### src/rtl/alu_muldiv_pkg.sv
// Shared constants and types for the ALU control decoder and the iterative
// RV32M multiply/divide sequencer.
package alu_muldiv_pkg;

  localparam logic [2:0] ALUOP_R   = 3'b000;
  localparam logic [2:0] ALUOP_I   = 3'b001;
  localparam logic [2:0] ALUOP_BR  = 3'b010;
  localparam logic [2:0] ALUOP_JMP = 3'b011;

  localparam logic [6:0] F7_BASE   = 7'b0000000;
  localparam logic [6:0] F7_ALT    = 7'b0100000;
  localparam logic [6:0] F7_MULDIV = 7'b0000001;

  typedef enum logic [2:0] {
    MD_MUL    = 3'b000,
    MD_MULH   = 3'b001,
    MD_MULHSU = 3'b010,
    MD_MULHU  = 3'b011,
    MD_DIV    = 3'b100,
    MD_DIVU   = 3'b101,
    MD_REM    = 3'b110,
    MD_REMU   = 3'b111
  } md_op_e;

  typedef enum logic [1:0] {
    ST_IDLE = 2'b00,
    ST_MUL  = 2'b01,
    ST_DIV  = 2'b10,
    ST_DONE = 2'b11
  } md_state_e;

  function automatic logic rs1_is_signed(input md_op_e op);
    return !(op == MD_MULHU || op == MD_DIVU || op == MD_REMU);
  endfunction

  function automatic logic rs2_is_signed(input md_op_e op);
    return (op == MD_MUL || op == MD_MULH || op == MD_DIV || op == MD_REM);
  endfunction

endpackage

### src/rtl/muldiv_iter.sv
// Iterative sign-magnitude multiplier (shift-add) and restoring divider,
// one bit per cycle, with early completion for the RISC-V divide corner cases.
module muldiv_iter #(
  parameter int XLEN       = 32,
  parameter bit ENABLE_DIV = 1'b1
) (
  input  logic            clk,
  input  logic            reset,
  input  logic            start,
  input  logic            flush,
  input  logic [2:0]      op,
  input  logic [XLEN-1:0] rs1,
  input  logic [XLEN-1:0] rs2,
  output logic            busy,
  output logic            done,
  output logic [XLEN-1:0] result
);
  import alu_muldiv_pkg::*;

  localparam int CW = $clog2(XLEN);
  localparam logic [CW-1:0]   LAST_STEP = CW'(XLEN - 1);
  localparam logic [XLEN-1:0] MIN_NEG   = {1'b1, {(XLEN-1){1'b0}}};

  md_state_e         state, state_next;
  logic [2:0]        op_q;
  logic              neg_q, neg_r;
  logic [XLEN-1:0]   a_mag, b_mag;
  logic [2*XLEN-1:0] acc;
  logic [CW-1:0]     count;
  logic [XLEN-1:0]   result_q;

  md_op_e          op_in;
  logic            is_div, div_off, a_neg, b_neg, div_zero, div_ovf;
  logic [XLEN-1:0] a_abs, b_abs;

  assign op_in    = md_op_e'(op);
  assign is_div   = op[2];
  assign div_off  = is_div && !ENABLE_DIV;
  assign a_neg    = rs1_is_signed(op_in) && rs1[XLEN-1];
  assign b_neg    = rs2_is_signed(op_in) && rs2[XLEN-1];
  assign a_abs    = a_neg ? -rs1 : rs1;
  assign b_abs    = b_neg ? -rs2 : rs2;
  assign div_zero = (rs2 == '0);
  assign div_ovf  = rs2_is_signed(op_in) && (rs1 == MIN_NEG) && (&rs2);

  // acc holds {partial product, multiplier} while multiplying and
  // {partial remainder, dividend/quotient} while dividing.
  logic [XLEN:0]     mul_sum;
  logic [2*XLEN-1:0] mul_next, div_next;
  logic [XLEN:0]     rem_sh;
  logic              rem_ge;
  logic [XLEN-1:0]   rem_diff;

  assign mul_sum  = {1'b0, acc[2*XLEN-1:XLEN]} + (acc[0] ? {1'b0, a_mag} : '0);
  assign mul_next = {mul_sum, acc[XLEN-1:1]};
  assign rem_sh   = {acc[2*XLEN-1:XLEN], acc[XLEN-1]};
  assign rem_ge   = (rem_sh >= {1'b0, b_mag});
  assign rem_diff = rem_sh[XLEN-1:0] - b_mag;
  assign div_next = {(rem_ge ? rem_diff : rem_sh[XLEN-1:0]), acc[XLEN-2:0], rem_ge};

  logic [2*XLEN-1:0] prod_fix;
  logic [XLEN-1:0]   quo_fix, rem_fix, final_val;

  always_comb begin
    prod_fix  = neg_q ? -acc : acc;
    quo_fix   = neg_q ? -acc[XLEN-1:0] : acc[XLEN-1:0];
    rem_fix   = neg_r ? -acc[2*XLEN-1:XLEN] : acc[2*XLEN-1:XLEN];
    final_val = '0;
    case (md_op_e'(op_q))
      MD_MUL:                        final_val = prod_fix[XLEN-1:0];
      MD_MULH, MD_MULHSU, MD_MULHU:  final_val = prod_fix[2*XLEN-1:XLEN];
      MD_DIV, MD_DIVU:               final_val = quo_fix;
      default:                       final_val = rem_fix;
    endcase
  end

  always_ff @(posedge clk) begin
    if (reset) state <= ST_IDLE;
    else       state <= state_next;
  end

  always_comb begin
    state_next = state;
    busy       = 1'b0;
    done       = 1'b0;
    case (state)
      ST_IDLE: begin
        if (start && !div_off) begin
          busy = 1'b1;
          if (!is_div)                    state_next = ST_MUL;
          else if (div_zero || div_ovf)   state_next = ST_DONE;
          else                            state_next = ST_DIV;
        end
      end
      ST_MUL, ST_DIV: begin
        busy = 1'b1;
        if (flush)                   state_next = ST_IDLE;
        else if (count == LAST_STEP) state_next = ST_DONE;
      end
      default: begin
        done       = !flush;
        state_next = ST_IDLE;
      end
    endcase
  end

  // A flushed DONE shows the previously held result, so nothing leaks out.
  assign result = done ? final_val : result_q;

  always_ff @(posedge clk) begin
    if (reset) begin
      op_q     <= '0;
      neg_q    <= 1'b0;
      neg_r    <= 1'b0;
      a_mag    <= '0;
      b_mag    <= '0;
      acc      <= '0;
      count    <= '0;
      result_q <= '0;
    end else begin
      case (state)
        ST_IDLE: begin
          if (start && div_off) begin
            result_q <= '0;
          end else if (start) begin
            op_q  <= op;
            count <= '0;
            a_mag <= a_abs;
            b_mag <= b_abs;
            if (!is_div) begin
              acc   <= {{XLEN{1'b0}}, b_abs};
              neg_q <= a_neg ^ b_neg;
              neg_r <= 1'b0;
            end else if (div_zero) begin
              acc   <= {rs1, {XLEN{1'b1}}};
              neg_q <= 1'b0;
              neg_r <= 1'b0;
            end else if (div_ovf) begin
              acc   <= {{XLEN{1'b0}}, rs1};
              neg_q <= 1'b0;
              neg_r <= 1'b0;
            end else begin
              acc   <= {{XLEN{1'b0}}, a_abs};
              neg_q <= a_neg ^ b_neg;
              neg_r <= a_neg;
            end
          end
        end
        ST_MUL: begin
          acc   <= mul_next;
          count <= count + 1'b1;
        end
        ST_DIV: begin
          acc   <= div_next;
          count <= count + 1'b1;
        end
        default: begin
          if (!flush) result_q <= final_val;
        end
      endcase
    end
  end

endmodule

### src/rtl/alu_muldiv_control.sv
// Execute-stage ALU control decoder with an attached iterative RV32M
// multiply/divide sequencer that stalls the pipeline while it works.
module alu_muldiv_control #(
  parameter int XLEN       = 32,
  parameter bit ENABLE_M   = 1'b1,
  parameter bit ENABLE_DIV = 1'b1
) (
  input  logic            clk,
  input  logic            reset,
  input  logic            valid_i,
  input  logic            flush_i,
  input  logic [2:0]      ALU_Operation,
  input  logic [2:0]      func3,
  input  logic [6:0]      func7,
  input  logic [XLEN-1:0] rs1_i,
  input  logic [XLEN-1:0] rs2_i,
  output logic [5:0]      ALU_Control,
  output logic            stall_o,
  output logic            md_done_o,
  output logic [XLEN-1:0] md_result_o
);
  import alu_muldiv_pkg::*;

  logic m_op, start;

  always_comb begin
    ALU_Control = 6'b000_000;
    if (ALU_Operation == ALUOP_JMP)
      ALU_Control = 6'b111_111;
    else if (ALU_Operation == ALUOP_BR)
      ALU_Control = {3'b010, func3};
    else if (ALU_Operation == ALUOP_R && func7 == F7_BASE)
      ALU_Control = {3'b000, func3};
    else if (ALU_Operation == ALUOP_R && func7 == F7_ALT)
      ALU_Control = {3'b001, func3};
    else if (ALU_Operation == ALUOP_I && func3 == 3'b101 && func7 == F7_ALT)
      ALU_Control = {3'b001, func3};
    else if (ALU_Operation == ALUOP_I)
      ALU_Control = {3'b000, func3};
    else if (ALU_Operation == ALUOP_R && func7 == F7_MULDIV && ENABLE_M)
      ALU_Control = {3'b011, func3};
  end

  assign m_op  = (ALU_Control[5:3] == 3'b011);
  assign start = valid_i && m_op && !flush_i;

  muldiv_iter #(
    .XLEN       (XLEN),
    .ENABLE_DIV (ENABLE_DIV)
  ) u_muldiv (
    .clk    (clk),
    .reset  (reset),
    .start  (start),
    .flush  (flush_i),
    .op     (func3),
    .rs1    (rs1_i),
    .rs2    (rs2_i),
    .busy   (stall_o),
    .done   (md_done_o),
    .result (md_result_o)
  );

endmodule
### config.mk
export PLATFORM = sky130hd
export DESIGN_NAME = alu_muldiv_control
export DESIGN_NICKNAME = d
export VERILOG_FILES = /design/src/rtl/alu_muldiv_pkg.sv /design/src/rtl/muldiv_iter.sv /design/src/rtl/alu_muldiv_control.sv
export SDC_FILE = /design/constraint.sdc
export NUM_CORES = 1
export LEC_CHECK = 0
export CORE_MARGIN = 4
export CORE_UTILIZATION = 35
export CTS_CLUSTER_DIAMETER = 30
export DETAILED_ROUTE_END_ITERATION = 10
export PLACE_DENSITY = 0.55
export SLEW_MARGIN = 20
export SYNTH_ARGS = -nofsm -noshare
export SYNTH_HDL_FRONTEND = slang
export SYNTH_SLANG_ARGS = --single-unit
### constraint.sdc
create_clock -name clk -period 4.8 [get_ports clk]
set_clock_uncertainty 0.05 [all_clocks]
set_input_delay 1.44 -clock clk [delete_from_list [all_inputs] [get_ports clk]]
set_output_delay 1.44 -clock clk [all_outputs]
set_load 0.005 [all_outputs]
==> out/qor.yml <==
synth.distinct_cells: 80
synth_area_leaders: "dfxtp_1, ha_1, xnor2_1"
chipWidth_um: 220
clk_path_buf_depth: 2
worst_ep_required_time_ps: 3310
yosysTopAreaCell: "dfxtp_1"
post-route-period-util_pct: 107
max_cap_viol_count: 0
post-route-min-period_ps: 5130
first_pass_iters: 6
min-delay-start: "u_muldiv.a_mag[0]"
violations: "negative setup slack"
wl_per_cell_um: 23.4
cp_max_fo: 4
finalWeightedCongestion: 0.979
stdcell_area_mm2: 0.0203
cts_num_sinks: 172
path_class: "flop to output pin"
status: "complete, but fails checks"
cts_tree: "done"
clockRootBuffer: "clkbuf_16"
fp.dieArea_mm2: 0.0485
synth.most_common_cell: "nor2_1"
regToRegStartpoint: "u_muldiv.acc[0]"
synth-seq-cells: 172
areaGrowthSynthToFinish_pct: 28.8
synth_area_per_cell_um2: 7.26
port_buffers: 120
grt_use_total_pct: 28.7
finalWirelength_um: 71200
placed_area_mm2: 0.0192
initial_core_util_pct: 35.5
yosysWarningCount: 0
ir_worst_vdd_uv: 247
synthCells: 2174
initialDrtViolationCount: 1905
slew-limit-headroom_pct: 42.3
fmax_ghz: 0.195
ys.flop_type: "dfxtp_1"
layout_setup_ws_ps: -333
p_leak_nw: 8.24
vias: 18300
critical_path_arrival_ps: 3640
final_cell_count_no_fill: 3041
dp_slack_ps: -359
multi_input_area_mm2: 0.0119
grt_max_degree: 87
ys_seq_area_share_pct: 21.8
hold_path_depth: 2
finalMaxSlewViolations: 0
drive_gt1_share_pct: 19.4
ff_latch_area_mm2: 0.00345
htree_num_levels: 4
hold_end: "u_muldiv.a_mag[0]"
grt_pass1_vias: 17400
ant_nets: 0
grt.overflow.total: 0
powerDensity_mw_per_mm2: 238
cts_buffers: 17
grt_antenna_before_repair: 1
setup_violations: 29
synth.top_cells.by_count: "nor2_1, nand2_1, dfxtp_1, a21oi_1, clkbuf_1"
drc: 0
syn_nets: 2333
end_kind: "output pin"
fillers: 4466
r2r_cells: 14
synth_edf_count: 0
grt_pass1_wl_um: 107000
async_flop_share_pct: 0
diodes: 0
nNetsFinal: 2595
placedCellCount: 2984
core_area_mm2: 0.0444
final_util_pct: 45.8
rows: 77
worstMarginPinSlew_ps: 863
grt_setup_unrepaired: "yes"
reg2reg_slack_ps: 600
ctsHoldBuffers: 0
hpwlAfterDp_um: 55700
worst_setup_path_start_kind: "flop"
synth_top_area_share_pct: 21.8
r2r_end: "u_muldiv.acc[51]"
io_pins: 121
vias_per_cell: 6.02
hold_path.class: "flop to flop"
netlist_area_mm2: 0.0158
die_h_um: 220
holdWs_ps: 402
clk_latency_ps: 470
hold_viol: 0
clk_pin_slew_ps: 70
==> per-stage QoR <==
step,setup TNS [ps],total power [mW]
floorplan,0,2.34
global placement,-7250,3.00
detailed placement,-8340,3.01
CTS,-6150,4.67
global route,-8170,5.01
finish,-4690,4.83
==> how the worst max path moves through the flow <==
| stage | startpoint | end | cells past startpoint |
|---|---|---|---|
| after floorplan | u_muldiv.acc[8] | md_result_o[11] | 13 |
| after global placement | u_muldiv.acc[8] | md_result_o[1] | 11 |
| after detailed placement | u_muldiv.acc[8] | md_result_o[16] | 9 |
| after CTS | u_muldiv.acc[8] | md_result_o[17] | 9 |
| after global routing | u_muldiv.acc[8] | md_result_o[17] | 9 |
| final | u_muldiv.acc[8] | md_result_o[17] | 9 |
==> worst max-delay path: stages, from the launching register on <==
cell,delay (ps)
dfxtp_2,320
or4_4,530
or3_4,360
or4_4,500
or2_4,280
o41a_1,330
xor2_1,150
a222oi_1,450
o21ai_1,120
buf_2,140
==> area by class of cell <==
type | count | share of cell area (%)
multi-input combinational | 1772 | 58.6
clock inverter | 14 | 0.770
tap | 592 | 3.64
clock buffer | 18 | 2.16
sequential | 172 | 17.0
inverter | 69 | 1.27
timing repair buffer | 404 | 16.6
==> metal layers <==
metal	up-vias	part of all wire [%]	global-route usage, %
met4	0	3.7	10.7
met5	-	0	0
met3	135	8.7	5.15
met1	8751	43	39.4
met2	904	45	45.1
li1	8513	-	-
==> placed cells by master, fill, tap and decap left out, types with 16 or more instances in the layout <==
master           netlist  final
a211oi_1              82     79
a21o_1                39     39
a21oi_1              168    160
a221oi_1              37     32
a22oi_1               41     41
a31oi_1               27     26
and2_1                43     42
and3_1                18     18
buf_2                  8     28
buf_4                  0    257
buf_6                  3     16
clkbuf_16              0     17
clkdlybuf4s50_1        0     81
dfxtp_1              172    170
ha_1                  76     75
inv_1                 68     68
mux2_2                19     19
nand2_1              195    195
nand2b_1              25     23
nand3_1               43     42
nand4_1               19     19
nor2_1               207    201
nor2b_1               39     39
nor3_1                58     57
nor4_1                23     22
o21ai_0              122    107
o31ai_1               32     23
or3_1                 25     23
xnor2_1              108    105
xor2_1                73     73
==> what timing repair did <==
item	4_1_cts	5_1_grt
pin swaps	76	76
endpoints found under the hold margin	0	0
endpoints found under the setup margin	38	36
buffers inserted	13	14
resized for setup	202	57
==> report_power, final <==
group	internal [mW]	switching, mW	leakage (nW)
sequential	1.44	0.0144	1.39
combinational	0.856	1.06	6.56
clock	0.792	0.675	0.298
total	3.09	1.75	8.24
==> kinds of logic after synthesis <==
group	share of synthesized area, %
xor+xnor	10.0
simple gates	24.0
compound gates	30.4
flops	21.8
buf+inv	5.68
mux	1.80
fa+ha+maj	6.28
==> registers in the layout, indices dropped and copies added, names as in the netlist <==
register	count
u_muldiv.result_q	32
u_muldiv.op_q	3
u_muldiv.b_mag	32
u_muldiv.a_mag	32
u_muldiv.acc	64
u_muldiv.count	5
u_muldiv.neg_q	1
u_muldiv.state	2
u_muldiv.neg_r	1
Note: power is estimated with default switching activity, not from simulation.
